==> src/rtl/ife_pkg.sv <==
// Shared types and default widths for the fallback path into the bypass stage.
package ife_pkg;

  localparam int IFE_BLOCK_ID_WIDTH = 8;
  localparam int IFE_INSTR_WIDTH    = 32;
  localparam int IFE_BLOCK_SIZE     = 4;
  localparam int IFE_CNT_WIDTH      = 16;
  localparam int IFE_BLOCK_WIDTH    = IFE_INSTR_WIDTH * IFE_BLOCK_SIZE;

  typedef logic [IFE_BLOCK_ID_WIDTH-1:0] ife_block_id_t;
  typedef logic [IFE_BLOCK_WIDTH-1:0]    ife_block_t;

  typedef enum logic {
    SRC_DISPATCH = 1'b0,
    SRC_COMMIT   = 1'b1
  } ife_src_e;

  // Round-robin helper: the source that did not win last time goes next.
  function automatic ife_src_e ife_other_src(input ife_src_e src);
    return (src == SRC_DISPATCH) ? SRC_COMMIT : SRC_DISPATCH;
  endfunction

endpackage

==> src/rtl/ife_req_slot.sv <==
// One-entry request holding register: a full flag plus the captured id/payload.
module ife_req_slot
  import ife_pkg::*;
#(
  parameter int ID_WIDTH   = IFE_BLOCK_ID_WIDTH,
  parameter int DATA_WIDTH = IFE_BLOCK_WIDTH
) (
  input  logic                  clk,
  input  logic                  rst,
  input  logic                  load,
  input  logic                  clear,
  input  logic [ID_WIDTH-1:0]   id_in,
  input  logic [DATA_WIDTH-1:0] data_in,
  output logic                  full,
  output logic [ID_WIDTH-1:0]   id,
  output logic [DATA_WIDTH-1:0] data
);

  // Load wins over clear so a granted slot can refill on the same edge.
  // NOTE: sequential state uses non-blocking assignments so every flop samples pre-edge values.
  always_ff @(posedge clk or negedge rst) begin
    if (!rst) begin
      full <= 1'b0;
    end else if (load) begin
      full <= 1'b1;
    end else if (clear) begin
      full <= 1'b0;
    end
  end

  // NOTE: the payload is not reset; it is only ever consumed while full is set.
  always_ff @(posedge clk) begin
    if (load) begin
      id   <= id_in;
      data <= data_in;
    end
  end

endmodule

==> src/rtl/ife_fallback_arbiter.sv <==
// Serialises dispatch/commit fallback requests onto the bypass fallback input,
// merging same-block requests and counting issued fallbacks.
module ife_fallback_arbiter
  import ife_pkg::*;
#(
  parameter int BLOCK_ID_WIDTH = IFE_BLOCK_ID_WIDTH,
  parameter int INSTR_WIDTH    = IFE_INSTR_WIDTH,
  parameter int BLOCK_SIZE     = IFE_BLOCK_SIZE,
  parameter int CNT_WIDTH      = IFE_CNT_WIDTH
) (
  input  logic                              clk,
  input  logic                              rst,
  input  logic                              disp_valid,
  output logic                              disp_ready,
  input  logic [BLOCK_ID_WIDTH-1:0]         disp_block_id,
  input  logic [BLOCK_SIZE*INSTR_WIDTH-1:0] disp_block,
  input  logic                              cmt_valid,
  output logic                              cmt_ready,
  input  logic [BLOCK_ID_WIDTH-1:0]         cmt_block_id,
  input  logic [BLOCK_SIZE*INSTR_WIDTH-1:0] cmt_block,
  output logic                              out_valid,
  input  logic                              out_ready,
  output logic [BLOCK_ID_WIDTH-1:0]         block_id_out,
  output logic [BLOCK_SIZE*INSTR_WIDTH-1:0] block_out,
  output logic                              from_dispatch,
  output logic                              from_commit,
  output logic [CNT_WIDTH-1:0]              fallback_count
);

  localparam int BLOCK_WIDTH = BLOCK_SIZE * INSTR_WIDTH;

  logic                      d_full, c_full;
  logic [BLOCK_ID_WIDTH-1:0] d_id, c_id;
  logic [BLOCK_WIDTH-1:0]    d_block, c_block;

  logic     load, both_full, same_id, two_way;
  logic     grant_d, grant_c, issue;
  ife_src_e last_grant, rr_winner;

  ife_req_slot #(.ID_WIDTH(BLOCK_ID_WIDTH), .DATA_WIDTH(BLOCK_WIDTH)) u_disp_slot (
    .clk     (clk),
    .rst     (rst),
    .load    (disp_valid && disp_ready),
    .clear   (grant_d),
    .id_in   (disp_block_id),
    .data_in (disp_block),
    .full    (d_full),
    .id      (d_id),
    .data    (d_block)
  );

  ife_req_slot #(.ID_WIDTH(BLOCK_ID_WIDTH), .DATA_WIDTH(BLOCK_WIDTH)) u_cmt_slot (
    .clk     (clk),
    .rst     (rst),
    .load    (cmt_valid && cmt_ready),
    .clear   (grant_c),
    .id_in   (cmt_block_id),
    .data_in (cmt_block),
    .full    (c_full),
    .id      (c_id),
    .data    (c_block)
  );

  // Equal ids with both slots full grant both sources at once: that is the merge.
  // NOTE: every always_comb output gets a default first so no path can infer a latch.
  always_comb begin
    load      = !out_valid || out_ready;
    both_full = d_full && c_full;
    same_id   = (d_id == c_id);
    rr_winner = ife_other_src(last_grant);
    grant_d   = 1'b0;
    grant_c   = 1'b0;
    if (load) begin
      if (both_full && same_id) begin
        grant_d = 1'b1;
        grant_c = 1'b1;
      end else if (both_full) begin
        grant_d = (rr_winner == SRC_DISPATCH);
        grant_c = (rr_winner == SRC_COMMIT);
      end else begin
        grant_d = d_full;
        grant_c = c_full;
      end
    end
    issue   = grant_d || grant_c;
    two_way = issue && both_full && !same_id;
  end

  assign disp_ready = !d_full || grant_d;
  assign cmt_ready  = !c_full || grant_c;

  // Commit payload is chosen whenever commit is granted, which covers the merge.
  always_ff @(posedge clk or negedge rst) begin
    if (!rst) begin
      out_valid     <= 1'b0;
      block_id_out  <= '0;
      block_out     <= '0;
      from_dispatch <= 1'b0;
      from_commit   <= 1'b0;
    end else if (load) begin
      out_valid <= issue;
      if (issue) begin
        block_id_out  <= grant_c ? c_id : d_id;
        block_out     <= grant_c ? c_block : d_block;
        from_dispatch <= grant_d;
        from_commit   <= grant_c;
      end
    end
  end

  always_ff @(posedge clk or negedge rst) begin
    if (!rst) begin
      last_grant <= SRC_DISPATCH;
    end else if (two_way) begin
      last_grant <= grant_c ? SRC_COMMIT : SRC_DISPATCH;
    end
  end

  always_ff @(posedge clk or negedge rst) begin
    if (!rst) begin
      fallback_count <= '0;
    end else if (out_valid && out_ready && (fallback_count != '1)) begin
      fallback_count <= fallback_count + CNT_WIDTH'(1);
    end
  end

endmodule

==> config.mk <==
export PLATFORM = sky130hd
export DESIGN_NAME = ife_fallback_arbiter
export DESIGN_NICKNAME = d
export VERILOG_FILES = /design/src/rtl/ife_pkg.sv /design/src/rtl/ife_req_slot.sv /design/src/rtl/ife_fallback_arbiter.sv
export SDC_FILE = /design/constraint.sdc
export NUM_CORES = 1
export LEC_CHECK = 0
export CAP_MARGIN = 25
export CORE_MARGIN = 1.5
export CORE_UTILIZATION = 34
export DETAILED_ROUTE_END_ITERATION = 6
export GPL_TIMING_DRIVEN = 0
export PLACE_DENSITY = 0.72
export SETUP_SLACK_MARGIN = 0.2
export SKIP_CTS_REPAIR_TIMING = 1
export SLEW_MARGIN = 20
export SYNTH_ARGS = -nofsm -noshare
export SYNTH_HDL_FRONTEND = slang
export SYNTH_SLANG_ARGS = --single-unit
==> constraint.sdc <==
create_clock -name clk -period 11.2 [get_ports clk]
set_input_delay 2.24 -clock clk [delete_from_list [all_inputs] [get_ports clk]]
set_output_delay 2.24 -clock clk [all_outputs]
set_load 0.03 [all_outputs]
# Word-level counts from Yosys, hierarchy flattened
# Cells that the tools add are included.
# totals
ff_bits,430
input_bits,277
out_inout_bits,157
word_cells,49
# op_classes
n_addsub,1
n_eq_ne,2
muxes,14
n_reduce_logical,19
# op_table
op,n
$mux 128,1
$add 16x1->16 const B,1
$ne 16x16->1 const B,1
$mux 1,12
$eq 8x8->1,1
$logic_and 1x1->1,8
$mux 8,1
$logic_not 1->1,4
$logic_or 1x1->1,4
$reduce_bool 2->1,2
$reduce_and 2->1,1

# Longest topological paths before layout
# Gate-level depths: netlist of the first run.
# depth
ltp_word,7
mapped_depth,7
mapped_depth_nobuf,6

# Modules after synthesis
# From an unflattened synthesis of the first run, not the netlist that was laid out.
# unflattened
hier_cells,1286
area_unflattened_um2,17372.9
# modules_own_cells
mod,instances,cells_each,area_per_inst_um2,seq_area_each_um2
ife_fallback_arbiter,1,1008,9132.5,3903.7
ife_req_slot,2,139,4120.2,4108.9

# Worst setup path after synthesis of the first run
# Ideal clock, no wire load.
# synth_path
path_kind,input -> register
from,in out_ready
to,"reg u_cmt_slot.data[0], enable pin"
setup_time_ns,0.841
arrival_time_ns,12.681
required_time_ns,10.359
setup_slack_ns,-2.322
cell_stages,5
path_buffers,2
cell_sequence,nand2b_1 o211ai_2 buf_6 buf_2 a21boi_0
# synth_between
elab_chain_cells,4
# synth_lines
item,line_no,rtl
"start, declared",ife_fallback_arbiter.sv:22,"input logic out_ready,"
$logic_or 1x1->1,ife_fallback_arbiter.sv:67,load = !out_valid || out_ready;
$mux 1,ife_fallback_arbiter.sv:73,if (load) begin
$logic_or 1x1->1,ife_fallback_arbiter.sv:90,assign cmt_ready = !c_full || grant_c;
$logic_and 1x1->1,ife_fallback_arbiter.sv:55,".load (cmt_valid && cmt_ready),"
net u_cmt_slot.load,ife_req_slot.sv:10,"input logic load,"
"end signal, assigned",ife_req_slot.sv:35,data <= data_in;
"end, declared",ife_req_slot.sv:16,output logic [DATA_WIDTH-1:0] data
# The timed path passes the listed nets, and every way through them passes these cells.
# A chain may end at the register's enable or synchronous reset.

# Final worst setup path of the first run
# layout_path
from,in out_ready
to,out cmt_ready
# layout_between
elab_chain_cells,3
# layout_lines
item,line_no,rtl
$logic_or 1x1->1,ife_fallback_arbiter.sv:67,
$mux 1,ife_fallback_arbiter.sv:73,
$logic_or 1x1->1,ife_fallback_arbiter.sv:90,
"end, declared",ife_fallback_arbiter.sv:18,"output logic cmt_ready,"
# No other way between the ends.

==> metrics.md, run 1 <==
| Metric | Value |
|---|---|
| Hold Slack | `455 ps` |
| Maxcap violations | `0` |
| GPL Wtd Cong | `0.846` |
| Initial core utilization | `34.5%` |
| Most used DFF post-synth | `edfxtp_1` |
| Routed vias/inst | `5.15` |
| Data required, critical path | `8960 ps` |
| Setup crit start kind | `input pin` |
| Post-synthesis async set-or-reset flop share | `36.7%` |
| Area growth syn-to-layout | `40.7%` |
| CTS tree | `done` |
| Core region area | `50300 µm²` |
| Ys Warns | `0` |
| Site Rows | `82` |
| DRC violations left | `0` |
| WS Path Type | `in2out` |
| Cells after Synth | `1281` |
| Arrival time worst endpoint | `4630 ps` |
| Largest net degree at the start of global routing | `82` |
| CP Capture Type | `primary output` |
| Final hold violation count | `0` |
| Final Cycle Share | `61.4%` |
| HP Class | `reg2reg` |
| Most numerous cell in the Yosys netlist | `nand2_1` |
| Synth top area share | `47.1%` |
| Largest area contributor in the netlist | `edfxtp_1` |
| Top cells by area, synth | `edfxtp_1, dfrtp_1, nand2_1` |
| Slew Limit Fails | `0` |
| Worst VDD drop | `0.000146 V` |
| EDFF count, synth | `272` |
| Tot GR Track Use | `20.1%` |
| Sequential fraction of the synthesis area | `69.9%` |
| Initial DRT Pass Iterations | `5` |
| Drt initial violations | `816` |
| I/O pin cnt | `434` |
| Num Clock Sinks | `430` |
| Distinct cell type count after synthesis | `34` |
| RSZ-0062 raised after global routing | `false` |
| Congestion Overflow GR | `0` |
| Longest Clk Path Bufs | `3` |
| Initial antenna violation count | `12` |
| Final ANT Viol Nets | `0` |
| Final min period | `6870 ps` |
| Layout cell share with drive strength beyond 1 | `11.5%` |
| Vias | `12900` |
| Crit-path max FO | `10` |
| Post-synth top cells | `nand2_1, edfxtp_1, dfrtp_1` |
| Run status | `completed` |
| Drt total wl | `53900 µm` |
| WL/cell | `21.6 µm` |
| Synthesized flop and latch total | `430` |
| Die X | `229 µm` |
| Port Buffers | `433` |
| Die H | `229 µm` |
| FILL cells | `4360` |
| Skew final | `18.2 ps` |
| Max Freq | `146 MHz` |
| Slew headroom | `51.3%` |
| Pre-CTS setup slack | `4300 ps` |
| Final setup margin | `4330 ps` |
| First-pass GRT wire length | `80400 µm` |
| Total Neg Setup Slack | `0 ps` |
| Final Setup Violations | `0` |
| # nets final | `2054` |
| Worst-Margin Slew | `731 ps` |
| DIE AREA | `52400 µm²` |
| Root Driver | `clkbuf_16` |
| Worst-path clk slew | `60 ps` |
| HPWL after DPL | `37800 µm` |
| Vias in the first global route | `13300` |
| Power Total | `6.70 mW` |
| Avg Cell Area, Syn | `13.5 µm²` |
| H-tree levels | `2` |
| Clock latency on the worst-skew pair | `570 ps` |
| TritonCTS buffer count | `48` |
| Post-Syn Area | `17300 µm²` |
| Leakage power | `9.03 nW` |
| Syn Nets | `1559` |
| PD cells | `275 nW/µm²` |
[area by class of cell]
| class | count | area, µm² | area share [%] |
|---|---|---|---|
| multi-input combinational | 760 | 4820 | 19.7 |
| tap | 672 | 841 | 3.45 |
| clock buffer | 74 | 1370 | 5.62 |
| clock inverter | 16 | 143 | 0.585 |
| timing repair buffer | 445 | 4670 | 19.1 |
| inverter | 1 | 3.75 | 0.0154 |
| antenna | 9 | 22.5 | 0.0923 |
| sequential | 430 | 12100 | 49.7 |
| buffer | 90 | 413 | 1.69 |
[critical path, stage by stage]
cell and delay [ps]:
clkdlybuf4s50_1 560, nand2b_1 230, o211ai_2 300, buf_6 290, buf_2 220, nand2_1 90
clkdlybuf4s50_1 690
[layout by cell type (no fill, tap or decap), drive strengths merged, types with 2 or more instances in the layout]
| cell type | n |
|---|---|
| and3 | 2 |
| inv | 4 |
| diode | 9 |
| mux2 | 137 |
| dfrtp | 158 |
| nor2 | 6 |
| clkdlybuf4s50 | 432 |
| xnor2 | 19 |
| o221ai | 136 |
| edfxtp | 272 |
| nand4 | 7 |
| xor2 | 5 |
| nand2 | 422 |
| nor2b | 2 |
| o21ai | 2 |
| clkinv | 10 |
| clkbuf | 105 |
| and2 | 3 |
| bufinv | 2 |
| nand3 | 5 |
| nand2b | 2 |
| buf | 72 |
[cell families after synthesis]
group           Yosys count  share of synthesized area, %
compound gates          146                          7.32
fa+ha+maj                 1                        0.0721
xor+xnor                 24                          1.21
flops                   430                          69.9
mux                     137                          8.90
buf+inv                  91                          2.40
simple gates            452                          10.2
[path summary, 6_finish.rpt]
path | from | slack, ps | end | cells past startpoint
worst max-delay path | out_ready | 4330 | cmt_ready | 7
worst min-delay path | u_cmt_slot.data[125] | 450 | block_out[125] | 1
max in group asynchronous | rst | 8600 | block_out[98] | 2
min in group asynchronous | rst | 1640 | fallback_count[1] | 1
worst min register to register | u_cmt_slot.data[125] | 450 | block_out[125] | 1
worst max register to register | u_cmt_slot.id[7] | 7700 | u_cmt_slot.data[92] | 11
[sequential cells by signal, summed over array words and instances, names as in the netlist]
| signal | flops |
|---|---|
| block_out | 128 |
| u_cmt_slot.data | 128 |
| u_disp_slot.data | 128 |
| fallback_count | 16 |
| block_id_out | 8 |
| u_cmt_slot.id | 8 |
| u_disp_slot.id | 8 |
| from_commit | 1 |
| from_dispatch | 1 |
| last_grant | 1 |
| out_valid | 1 |
| u_cmt_slot.full | 1 |
| u_disp_slot.full | 1 |
[stage by stage]
step	std cells	cell area [µm²]	util, %
6_report	2497	24400	48.5
5_1_grt	2496	24400	48.5
4_1_cts	2488	24400	48.5
3_5_place_dp	2398	22900	45.5
3_3_place_gp	2386	22500	44.8
2_1_floorplan	1281	17300	-
[power breakdown]
group          total (mW)  internal, mW  switching, mW  leakage (nW)
combinational        2.73          1.16           1.57          3.92
clock                1.53         0.890          0.636         0.735
sequential           2.45          2.16          0.285          4.38
[per-layer routing]
layer  wire length (µm)  up-vias  global-route usage, %  part of all wire (%)
met5                 38        -                      0                 0.070
met4               1990        6                   8.92                   3.7
met3               3750      115                   4.77                   6.9
met2              26800      525                   34.0                    50
met1              21400     6510                   24.5                    40
li1                   -     5702                      -                     -
Power figures use the tool's default switching activity.
==> inputs of run 2 (changes only) <==
clock period = 5.7 ns   (was 11.2 ns; I/O delays follow)
==> run 2 against run 1 <==
Effect of this change: flip-flop and latch count stayed put; core utilization grew 0.12 points; total power rose by 98%; global-route usage decreased by 0.37 points; count of clock-buffer cells in the layout down 15; die area stayed put; wire length shrank 2.7%.
==> metrics.md, run 2 (synthesis results as in run 1) <==
| Metric | Value |
|---|---|
| GPL Wtd Cong | `0.835 (-1.2%)` |
| Tot GR Track Use | `19.8% (-0.37 points)` |
| Routed vias/inst | `5.05 (-2.0%)` |
| Slew headroom | `53.6% (+2.3 points)` |
| Placed Instances | `2398 (unchanged)` |
| Drt total wl | `52500 µm (-2.7%)` |
| Skew final | `20.4 ps (+2.22 ps)` |
| Reg area | `12100 µm² (unchanged)` |
| HP Class | `reg2reg` |
| Vias in the first global route | `13100 (-1.3%)` |
| Final Non-Filler Cells | `2494 (-0.12%)` |
| Final ANT Viol Nets | `0 (unchanged)` |
| Seq pwr share | `36.3% (-0.3 points)` |
| Root Driver | `clkbuf_16` |
| Internal cell power | `8.40 mW (+99%)` |
| Crit-path max FO | `10 (unchanged)` |
| Max Freq | `219 MHz` |
| Logic gate share of total power | `40.2% (-0.5 points)` |
| Setup crit start kind | `input pin` |
| WL/cell | `21.0 µm (-2.5%)` |
| Drt initial violations | `872 (+6.9%)` |
| Slew Limit Fails | `0 (unchanged)` |
| Final instance area | `24500 µm² (+0.25%)` |
| DIE AREA | `52400 µm² (unchanged)` |
| Die X | `229 µm (unchanged)` |
| First-pass GRT wire length | `78900 µm (-1.9%)` |
| TritonCTS buffer count | `47 (-2.1%)` |
| Congestion Overflow GR | `0 (unchanged)` |
| PD cells | `543 nW/µm² (+98%)` |
| HPWL after DPL | `37200 µm (-1.4%)` |
| Largest net degree at the start of global routing | `85 (+3.7%)` |
| Data required, critical path | `4560 ps (-4400 ps)` |
| Layout cell share with drive strength beyond 1 | `12.0% (+0.46 points)` |
| Final hold violation count | `0 (unchanged)` |
| Initial core utilization | `34.5% (unchanged)` |
| Initial antenna violation count | `13 (+1)` |
| Leakage power | `9.07 nW (+0.41%)` |
| Final min period | `4570 ps` |
| Worst VDD drop | `0.000318 V (+120%)` |
| Arrival time worst endpoint | `3430 ps (-1200 ps)` |
| Worst-Margin Slew | `696 ps (-34.6 ps)` |
| CP Capture Type | `primary output` |
| Commonest non-fill, non-tap cells in the layout | `clkdlybuf4s50_1, nand2_1, edfxtp_1, dfrtp_1, o221ai_1` |
| I/O pin cnt | `434 (unchanged)` |
| Site Rows | `82 (unchanged)` |
| DRC violations left | `0 (unchanged)` |
| Core region area | `50300 µm² (unchanged)` |
| Final Setup Violations | `0 (unchanged)` |
| Run status | `completed` |
| Most common cell after layout, fill and taps aside | `clkdlybuf4s50_1` |
| Multi-input logic area | `4820 µm² (unchanged)` |
| Num Clock Sinks | `430 (unchanged)` |
| Clock power frac | `23.6% (+0.8 points)` |
| Switching share of power | `36.7% (-0.39 points)` |
| WS Path Type | `in2out` |
| Area growth syn-to-layout | `41.1%` |
| CTS tree | `done` |
| Layout Utilization | `48.7% (+0.12 points)` |
| Port Buffers | `433 (unchanged)` |
| Die H | `229 µm (unchanged)` |
| Clock latency on the worst-skew pair | `570 ps (about the same)` |
| Vias | `12600 (-2.1%)` |
| # nets final | `2053 (-0.049%)` |
| FILL cells | `4306 (-1.2%)` |
| Maxcap violations | `0 (unchanged)` |
| Final Cycle Share | `80.2%` |
| Worst-path clk slew | `60 ps (about the same)` |
| RSZ-0062 raised after global routing | `false` |
| Biggest regs | `block_out (128), u_cmt_slot.data (128), u_disp_slot.data (128)` |
| H-tree levels | `2 (unchanged)` |
| Psw | `4.88 mW (+96%)` |
| Area after DPL | `22800 µm² (about the same)` |
| Initial DRT Pass Iterations | `7 (+2)` |
| Longest Clk Path Bufs | `3 (unchanged)` |
==> run 2: cell count changes in the layout (fill, tap and decap cells not counted) <==
cell	before	now
buf_12	0	2
clkinv_1	4	6
bufinv_16	2	6
clkinv_2	5	12
clkinvlp_4	1	3
clkbuf_1	50	37
inv_6	3	0
buf_16	12	10
clkbuf_8	5	3
==> run 2: per-stage QoR <==
step	setup TNS (ps)	worst slack (ps)	hold slack, ps	power (mW)
after floorplan	0	1060	432	7.88
final	0	1130	455	13.3
after global routing	0	1000	467	13.9
after CTS	0	1070	455	13.4
after global placement	-805290	-3940	434	9.99
after detailed placement	0	1080	445	10.2
==> run 2: worst paths after layout <==
kind                                      startpoint             endpoint  slack [ps]  cells past startpoint
worst max-delay path                       out_ready            cmt_ready        1130                      7
worst min register to register  u_cmt_slot.data[100]       block_out[100]         460                      1
min in group asynchronous                        rst        block_out[19]         510                      1
max in group asynchronous                        rst        block_out[96]        4290                      2
worst min-delay path            u_cmt_slot.data[100]       block_out[100]         460                      1
worst max register to register      u_cmt_slot.id[1]  u_cmt_slot.data[94]        2530                     10
==> run 2: area by class of cell <==
type                    count  share of cell area (%)
multi-input cells         760                    19.7
diodes                      9                  0.0921
repair buffers            445                    19.0
flip-flops and latches    430                    49.6
clock inverters            28                    1.20
plain buffers              90                    1.69
well taps                 672                    3.44
inverters                   1                  0.0153
clock buffers              59                    5.29
==> run 2: critical path, stage by stage <==
cell             delay [ps]
clkdlybuf4s50_1         550
nand2b_1                200
o211ai_2                260
buf_6                   270
buf_2                   220
nand2_1                  90
clkdlybuf4s50_1         690
==> run 2: power groups by stage <==
stage	Sequential, mW	Clock (mW)	Combinational (mW)
final	4.82	3.13	5.34
after floorplan	5.82	0	2.07
after global routing	4.91	3.32	5.71
after global placement	4.87	0	5.12
after detailed placement	4.85	0	5.38
after CTS	4.81	3.20	5.40
==> run 2: routing by layer <==
metal	vias to the layer above	track usage, %	part of all wire [%]
li1	5695	-	-
met1	6219	24.3	40
met2	557	33.1	49
met3	111	5.15	8.1
met4	6	7.83	3.4
met5	-	0	0.078
